`src/rtl/framebuffer_draw_engine.sv`:
```
// framebuffer_draw_engine: arbitrates the framebuffer RAM port between display scan-out and raster drawing commands
//   ports: clk, reset (async active-low); cmd_valid/cmd_ready/cmd_op/cmd_x/cmd_y/cmd_size/cmd_colour command handshake;
//          screen_on/disp_addr display side; fb_addr/fb_we/fb_wd RAM port; busy/done status
module framebuffer_draw_engine #(
  parameter int WIDTH = 160,
  parameter int HEIGHT = 120,
  parameter int ADDR_W = 15,
  parameter int COLOUR_W = 12,
  parameter int MAX_BRUSH = 4,
  parameter logic [COLOUR_W-1:0] CLEAR_COLOUR = COLOUR_W'('hFFF)
) (
  input  logic                           clk,
  input  logic                           reset,
  input  logic                           cmd_valid,
  output logic                           cmd_ready,
  input  logic [1:0]                     cmd_op,
  input  logic [$clog2(WIDTH)-1:0]       cmd_x,
  input  logic [$clog2(HEIGHT)-1:0]      cmd_y,
  input  logic [$clog2(MAX_BRUSH+1)-1:0] cmd_size,
  input  logic [COLOUR_W-1:0]            cmd_colour,
  input  logic                           screen_on,
  input  logic [ADDR_W-1:0]              disp_addr,
  output logic [ADDR_W-1:0]              fb_addr,
  output logic                           fb_we,
  output logic [COLOUR_W-1:0]            fb_wd,
  output logic                           busy,
  output logic                           done
);
  localparam int XW = $clog2(WIDTH);
  localparam int YW = $clog2(HEIGHT);
  localparam int SW = $clog2(MAX_BRUSH+1);
  localparam logic [ADDR_W-1:0] LAST = ADDR_W'(WIDTH*HEIGHT-1);
  localparam logic [SW-1:0] ONE = SW'(1);
  localparam logic [SW-1:0] MAXS = SW'(MAX_BRUSH);
  typedef enum logic [1:0] {CLEAR, IDLE, DRAW, DONE} state_t;
  state_t state_q, state_d;
  logic [ADDR_W-1:0] clr_q, clr_d;
  logic [SW-1:0] dx_q, dx_d, dy_q, dy_d, side_q, side_d, size_c;
  logic [XW-1:0] x_q, x_d;
  logic [YW-1:0] y_q, y_d;
  logic [COLOUR_W-1:0] colour_q, colour_d;
  logic [XW:0] px;
  logic [YW:0] py;
  logic clip, go;
  logic [ADDR_W-1:0] draw_addr;
  always_comb begin
    // one extra bit so pixels past the right/bottom edge are seen as clipped, not wrapped
    px = {1'b0, x_q} + (XW+1)'(dx_q);
    py = {1'b0, y_q} + (YW+1)'(dy_q);
    clip = (px >= (XW+1)'(WIDTH)) || (py >= (YW+1)'(HEIGHT));
    draw_addr = ADDR_W'(py) * ADDR_W'(WIDTH) + ADDR_W'(px);
    size_c = (cmd_size == '0) ? ONE : (cmd_size > MAXS) ? MAXS : cmd_size;
    go = !screen_on;
    state_d = state_q;
    clr_d = clr_q;
    dx_d = dx_q;
    dy_d = dy_q;
    side_d = side_q;
    x_d = x_q;
    y_d = y_q;
    colour_d = colour_q;
    case (state_q)
      CLEAR: if (go) begin
        clr_d = (clr_q == LAST) ? '0 : clr_q + ADDR_W'(1);
        state_d = (clr_q == LAST) ? DONE : CLEAR;
      end
      IDLE: if (cmd_valid) begin
        x_d = cmd_x;
        y_d = cmd_y;
        colour_d = cmd_colour;
        side_d = cmd_op[0] ? size_c : ONE;
        dx_d = '0;
        dy_d = '0;
        state_d = cmd_op[1] ? (cmd_op[0] ? DONE : CLEAR) : DRAW;
      end
      DRAW: if (go) begin
        dx_d = (dx_q == side_q - ONE) ? '0 : dx_q + ONE;
        dy_d = (dx_q == side_q - ONE) ? dy_q + ONE : dy_q;
        state_d = (dx_q == side_q - ONE && dy_q == side_q - ONE) ? DONE : DRAW;
      end
      DONE: state_d = IDLE;
      default: state_d = CLEAR;
    endcase
  end
  always_ff @(posedge clk or negedge reset) begin
    if (!reset) begin
      state_q <= CLEAR;
      clr_q <= '0;
      dx_q <= '0;
      dy_q <= '0;
      side_q <= '0;
      x_q <= '0;
      y_q <= '0;
      colour_q <= CLEAR_COLOUR;
    end else begin
      state_q <= state_d;
      clr_q <= clr_d;
      dx_q <= dx_d;
      dy_q <= dy_d;
      side_q <= side_d;
      x_q <= x_d;
      y_q <= y_d;
      colour_q <= colour_d;
    end
  end
  // reset gates the write enable combinationally so an aborted command stops writing at once
  assign fb_we = reset && go && (state_q == CLEAR || (state_q == DRAW && !clip));
  assign fb_addr = screen_on ? disp_addr : (state_q == CLEAR) ? clr_q : draw_addr;
  assign fb_wd = colour_q;
  assign cmd_ready = state_q == IDLE;
  assign busy = state_q != IDLE;
  assign done = state_q == DONE;
endmodule

```
`config.mk`:
```
export PLATFORM = sky130hd
export DESIGN_NAME = framebuffer_draw_engine
export DESIGN_NICKNAME = d
export VERILOG_FILES = /design/src/rtl/framebuffer_draw_engine.sv
export SDC_FILE = /design/constraint.sdc
export NUM_CORES = 1
export LEC_CHECK = 0
export ABC_AREA = 0
export CAP_MARGIN = 5
export CORE_ASPECT_RATIO = 0.7
export CORE_UTILIZATION = 46
export DETAILED_ROUTE_END_ITERATION = 8
export GPL_TIMING_DRIVEN = 0
export PLACE_DENSITY = 0.77
export SKIP_CTS_REPAIR_TIMING = 1
export SLEW_MARGIN = 40
export SYNTH_ARGS = -nofsm -noshare
export SYNTH_HDL_FRONTEND = slang
export SYNTH_SLANG_ARGS = --single-unit
```
`constraint.sdc`:
```
create_clock -name clk -period 3.4 [get_ports clk]
set_clock_uncertainty 0.15 [all_clocks]
set_input_delay 0.34 -clock clk [delete_from_list [all_inputs] [get_ports clk]]
set_output_delay 0.34 -clock clk [all_outputs]
set_load 0.05 [all_outputs]
```
== Word level (Yosys, flattened, before mapping) ==
Cells that the tools add are included.

* Word-level logic and storage cells: 68
* Output and inout port bits: 31
* Register bits: 53
* Input bits: 51

* Reductions and logical operators: 16
* Multiplexer cells: 21
* Magnitude comparators: 3
* Bitwise gates (word level): 1
* $mul: 1
* $add $sub $neg: 7
* Equal/unequal tests: 11

{| class="wikitable"
|+ Operators with widths
! operator !! count
|-
| $mux W15 || 3
|-
| $mux W3 || 8
|-
| $add A15 B1 Y15 const B || 1
|-
| $add A15 B9 Y15 || 1
|-
| $eq A15 B15 Y1 const B || 1
|-
| $mux W2 || 6
|-
| $pmux W3 S2 || 2
|-
| $mul A8 B3 Y10 const B || 1
|-
| $add A8 B3 Y9 || 1
|-
| $ge A9 B8 Y1 const B || 1
|-
| $add A7 B3 Y8 || 1
|-
| $ge A8 B7 Y1 const B || 1
|-
| $ne A2 B2 Y1 const B || 4
|-
| $pmux W2 S4 || 1
|-
| $add A3 B1 Y3 const B || 2
|-
| $eq A3 B3 Y1 || 2
|-
| $reduce_and A3 Y1 || 2
|-
| $eq A2 B2 Y1 const B || 2
|-
| $logic_and A1 B1 Y1 || 4
|-
| $reduce_and A2 Y1 || 2
|-
| $reduce_and A4 Y1 || 1
|-
| $gt A3 B3 Y1 const B || 1
|-
| $logic_not A3 Y1 || 1
|-
| $sub A3 B1 Y3 const B || 1
|-
| other kinds (8) || 10
|}

== Logic depth before layout (Yosys ltp) ==
* Depth after elaboration: 7
* Depth in mapped cells: 17
* Gate-level depth less buffers: 17

== Worst setup path after synthesis ==
OpenSTA, ideal clock, no wires.

* Kind: reg2out
* Start: register dy_q[1]
* End: output fb_addr[13]
* Arrival time: 4.194 ns
* Slack: -1.284 ns
* Data required time: 2.910 ns
* Buffers on the path: 0
* Stages on the path, launching flop included: 14
* Cell sequence: dfrtp_1 ha_1 a21o_1 a21oi_1 nor2_1 xor2_1 ha_1 ha_1 nor2b_1 o31a_1 a21oi_1 nand4_1 xor2_1 a221oi_1

* Longest elaborated chain between the ends: 5

{| class="wikitable"
|+ Ends and longest elaborated chain
! element !! RTL line !! source
|-
| start, declared || 38 || <nowiki>logic [SW-1:0] dx_q, dx_d, dy_q, dy_d, side_q, side_d, size_c;</nowiki>
|-
| start signal, assigned || 99 || <nowiki>dy_q <= dy_d;</nowiki>
|-
| $add A7 B3 Y8 || 49 || <nowiki>py = {1'b0, y_q} + (YW+1)'(dy_q);</nowiki>
|-
| $mul A8 B3 Y10 || 51 || <nowiki>draw_addr = ADDR_W'(py) * ADDR_W'(WIDTH) + ADDR_W'(px);</nowiki>
|-
| $add A15 B9 Y15 || 51 ||
|-
| $mux W15 (2 in a row) || 108 || <nowiki>assign fb_addr = screen_on ? disp_addr : (state_q == CLEAR) ? clr_q : draw_addr;</nowiki>
|-
| end, declared || 23 || <nowiki>output logic [ADDR_W-1:0] fb_addr,</nowiki>
|}

Every way passes these cells.

== Worst setup path in the final report ==
* Start: register dy_q[0]
* End: output fb_addr[14]

The elaborated chain is that of the path after synthesis.

==> results.sh <==
export IMPL_setup_ws_ns=-0.781
export IMPL_drv_cap=0
export IMPL_grt_overflow=0
export IMPL_diodes=0
export IMPL_yosys_warnings=0
export IMPL_synth_cell_types=50
export IMPL_failed_checks="negative setup slack"
export IMPL_synth_cell_area_sq_um=3680
export IMPL_synth_compound_area_frac=0.123
export IMPL_min_path_type="input port to asynchronous set/reset pin"
export IMPL_start_util=0.490
export IMPL_drt_total_wl_microns=9570
export IMPL_grt_pass1_wl_microns=14400
export IMPL_hpwl_microns=7030
export IMPL_dp_cells=567
export IMPL_root_buffer="clkbuf_16"
export IMPL_mappedNetlistNets=467
export IMPL_postRouteAntennaNets=0
export IMPL_synth_edf_count=0
export IMPL_critical_path_required_ns=2.91
export IMPL_die_area_sq_um=8380
export IMPL_synth_area_leaders="dfrtp_1 (28%), mux2_2 (9.2%), dfstp_2 (8.6%), ha_1 (8.2%), xnor2_1 (5.2%)"
export IMPL_async_reset_ff_frac=1.00
export IMPL_synth_top_family_by_area="simple AND/OR/NAND/NOR gates"
export IMPL_drv_slew=0
export IMPL_antenna_found_initial=0
export IMPL_max_slew_margin_rel=0.522
export IMPL_fp_dieW_microns=109
export IMPL_port_buffers=80
export IMPL_wl_per_cell_microns=16.2
export IMPL_num_rows=26
export IMPL_dr_first_iter_drc_count=135
export IMPL_worstPathMaxFanout=4
export IMPL_place_ws_ns=-1.28
export IMPL_period_needed_ns=4.18
export IMPL_cts_clk_slew_worst_paths_ns=0.08
export IMPL_leakage_nw=2.31
export IMPL_ys_ff_latch=53
export IMPL_synth_mux_area_frac=0.108
export IMPL_finalWeightedCongestion=0.868
export IMPL_outcome="finished, violations left"
export IMPL_min_period_over_period=1.23
export IMPL_arrival_ns=3.69
export IMPL_synthAdderAreaFrac=0.103
export IMPL_synth_xor_area_frac=0.104
export IMPL_cts_buffers=5
export IMPL_first_global_vias=3110
export IMPL_power_density_nw_per_um2=300
export IMPL_fmax_mhz=239
export IMPL_grt_total_usage=0.220
export IMPL_syn_avg_cell_area_sq_um=9.49
export IMPL_clock_latency_ns=0.29
export IMPL_cts_sinks=53
export IMPL_finalSetupViolCount=8
export IMPL_clockBufferDepth=2
export IMPL_synth_main_ff_cell="dfrtp_1"
export IMPL_fin_cells=590
export IMPL_vias_per_cell=5.45
export IMPL_h_tree_depth=2
export IMPL_ys_seq_area_frac=0.364
export IMPL_die_y_microns=76.9
export IMPL_io_pins=82
export IMPL_cts_tree="done"
export IMPL_tightestPinTransition_ns=0.717
export IMPL_synthTopCellsByCount="nand2_1 (45), dfrtp_1 (41), o21ai_0 (32), mux2_2 (30), ha_1 (24)"
export IMPL_netlist_instances=388
export IMPL_start_kind="flop"
export IMPL_hold_viol_final=0
export IMPL_core_area_sq_um=7510
export IMPL_vias=3217
export IMPL_drc=0
export IMPL_synth_top_area_share=0.279
export IMPL_final_nets=570
export IMPL_grt_max_degree=45
export IMPL_synth_simple_area_share=0.162
export IMPL_dr_pass1_iters=4
export IMPL_drive_gt1_frac=0.287
export IMPL_synth_area_leader_cell="dfrtp_1"
export IMPL_path_class="flop to primary output"
export IMPL_rsz0062_at_grt="yes"
export IMPL_synthToLayoutAreaGrowth_pct=41.4
export IMPL_synth_most_common_cell="nand2_1"
export IMPL_endpoint_kind="primary output"
export IMPL_peakVddDrop_v=0.000195
-- flip-flops by register name (all words and copies together), names as in the netlist --
register	cells
state_q	2
y_q	7
side_q	3
clr_q	15
dx_q	3
x_q	8
dy_q	3
fb_wd	12
-- cell type report --
cell class                 count  area (sq um)
clock buffer                   5           125
sequential                    53          1350
fill                         591          2310
timing repair buffer          96           938
inverter                      20          75.1
multi-input combinational    302          2510
tap                           98           123
buffer                        13          57.6
clock inverter                 3          26.3
-- metal layers --
layer	track usage	share of wire
met4	0.0365	0.0086
met5	0	0
met3	0.0298	0.054
met2	0.377	0.49
met1	0.299	0.45
-- kinds of logic (layout without fill, tap and decap cells) --
logic type	after synthesis	count (layout)
flip-flops	53	53
AO/OA/AOI/OAI	76	76
AND/OR/NAND/NOR	120	120
buffers and inverters	33	137
multiplexers	36	36
XOR/XNOR	42	42
adder cells (fa/ha/maj)	28	28
-- worst paths after layout --
check                                 from     endpoint  slack [ns]  cells after the start
min in group clk                 side_q[2]    side_q[2]        0.36                      2
worst min register to register   side_q[2]    side_q[2]        0.36                      2
max in group asynchronous            reset     fb_wd[7]        2.29                      3
worst max register to register  state_q[0]       x_q[4]        1.29                      5
worst max-delay path               dy_q[0]  fb_addr[14]       -0.78                     16
worst min-delay path                 reset       y_q[4]        0.27                      2
-- where the power goes --
| group | switching (mW) | leakage (nW) | internal [mW] |
|---|---|---|---|
| registers | 0.0429 | 0.667 | 0.660 |
| clock network | 0.254 | 0.0680 | 0.279 |
| logic | 0.176 | 1.58 | 0.149 |
| total | 0.473 | 2.31 | 1.09 |
-- stage by stage --
stage	setup TNS, ns	area, sq um	hold slack (ns)	utilization	total power, mW
global placement	-8.47	4770	0.316	0.635	1.02
global route	-5.87	5210	0.297	0.693	1.62
CTS	-12.02	4940	-0.266	0.658	1.56
detailed placement	-8.50	4790	0.0484	0.638	1.03
finish	-4.50	5210	0.274	0.693	1.56
floorplan	-1.18	3850	-0.106	-	0.883
-- critical path, cell delays in order, from the launching register on --
cell,delay (ns)
dfrtp_2,0.43
ha_2,0.19
fa_2,0.36
a21o_1,0.21
nand2_2,0.10
xnor2_2,0.11
ha_4,0.31
inv_2,0.06
fa_2,0.41
nor2b_2,0.14
o31a_1,0.20
nor3_1,0.06
o21ai_1,0.14
xor2_1,0.24
xnor2_2,0.11
a21oi_4,0.15
buf_6,0.17
-- layout by cell type, fill, tap and decap left out, drive strengths merged, types with 10 or more instances in the layout --
master         synthesis  layout
clkdlybuf4s50          0      68
nor3                  10      10
o21ai                 33      33
ha                    24      24
inv                   19      20
xnor2                 22      22
nor2                  20      20
clkbuf                 6      14
dfrtp                 41      41
a21oi                 19      19
buf                    7      30
xor2                  19      19
dfstp                 12      12
mux2                  30      30
nand2                 45      45
Power figures use the tool's default switching activity.
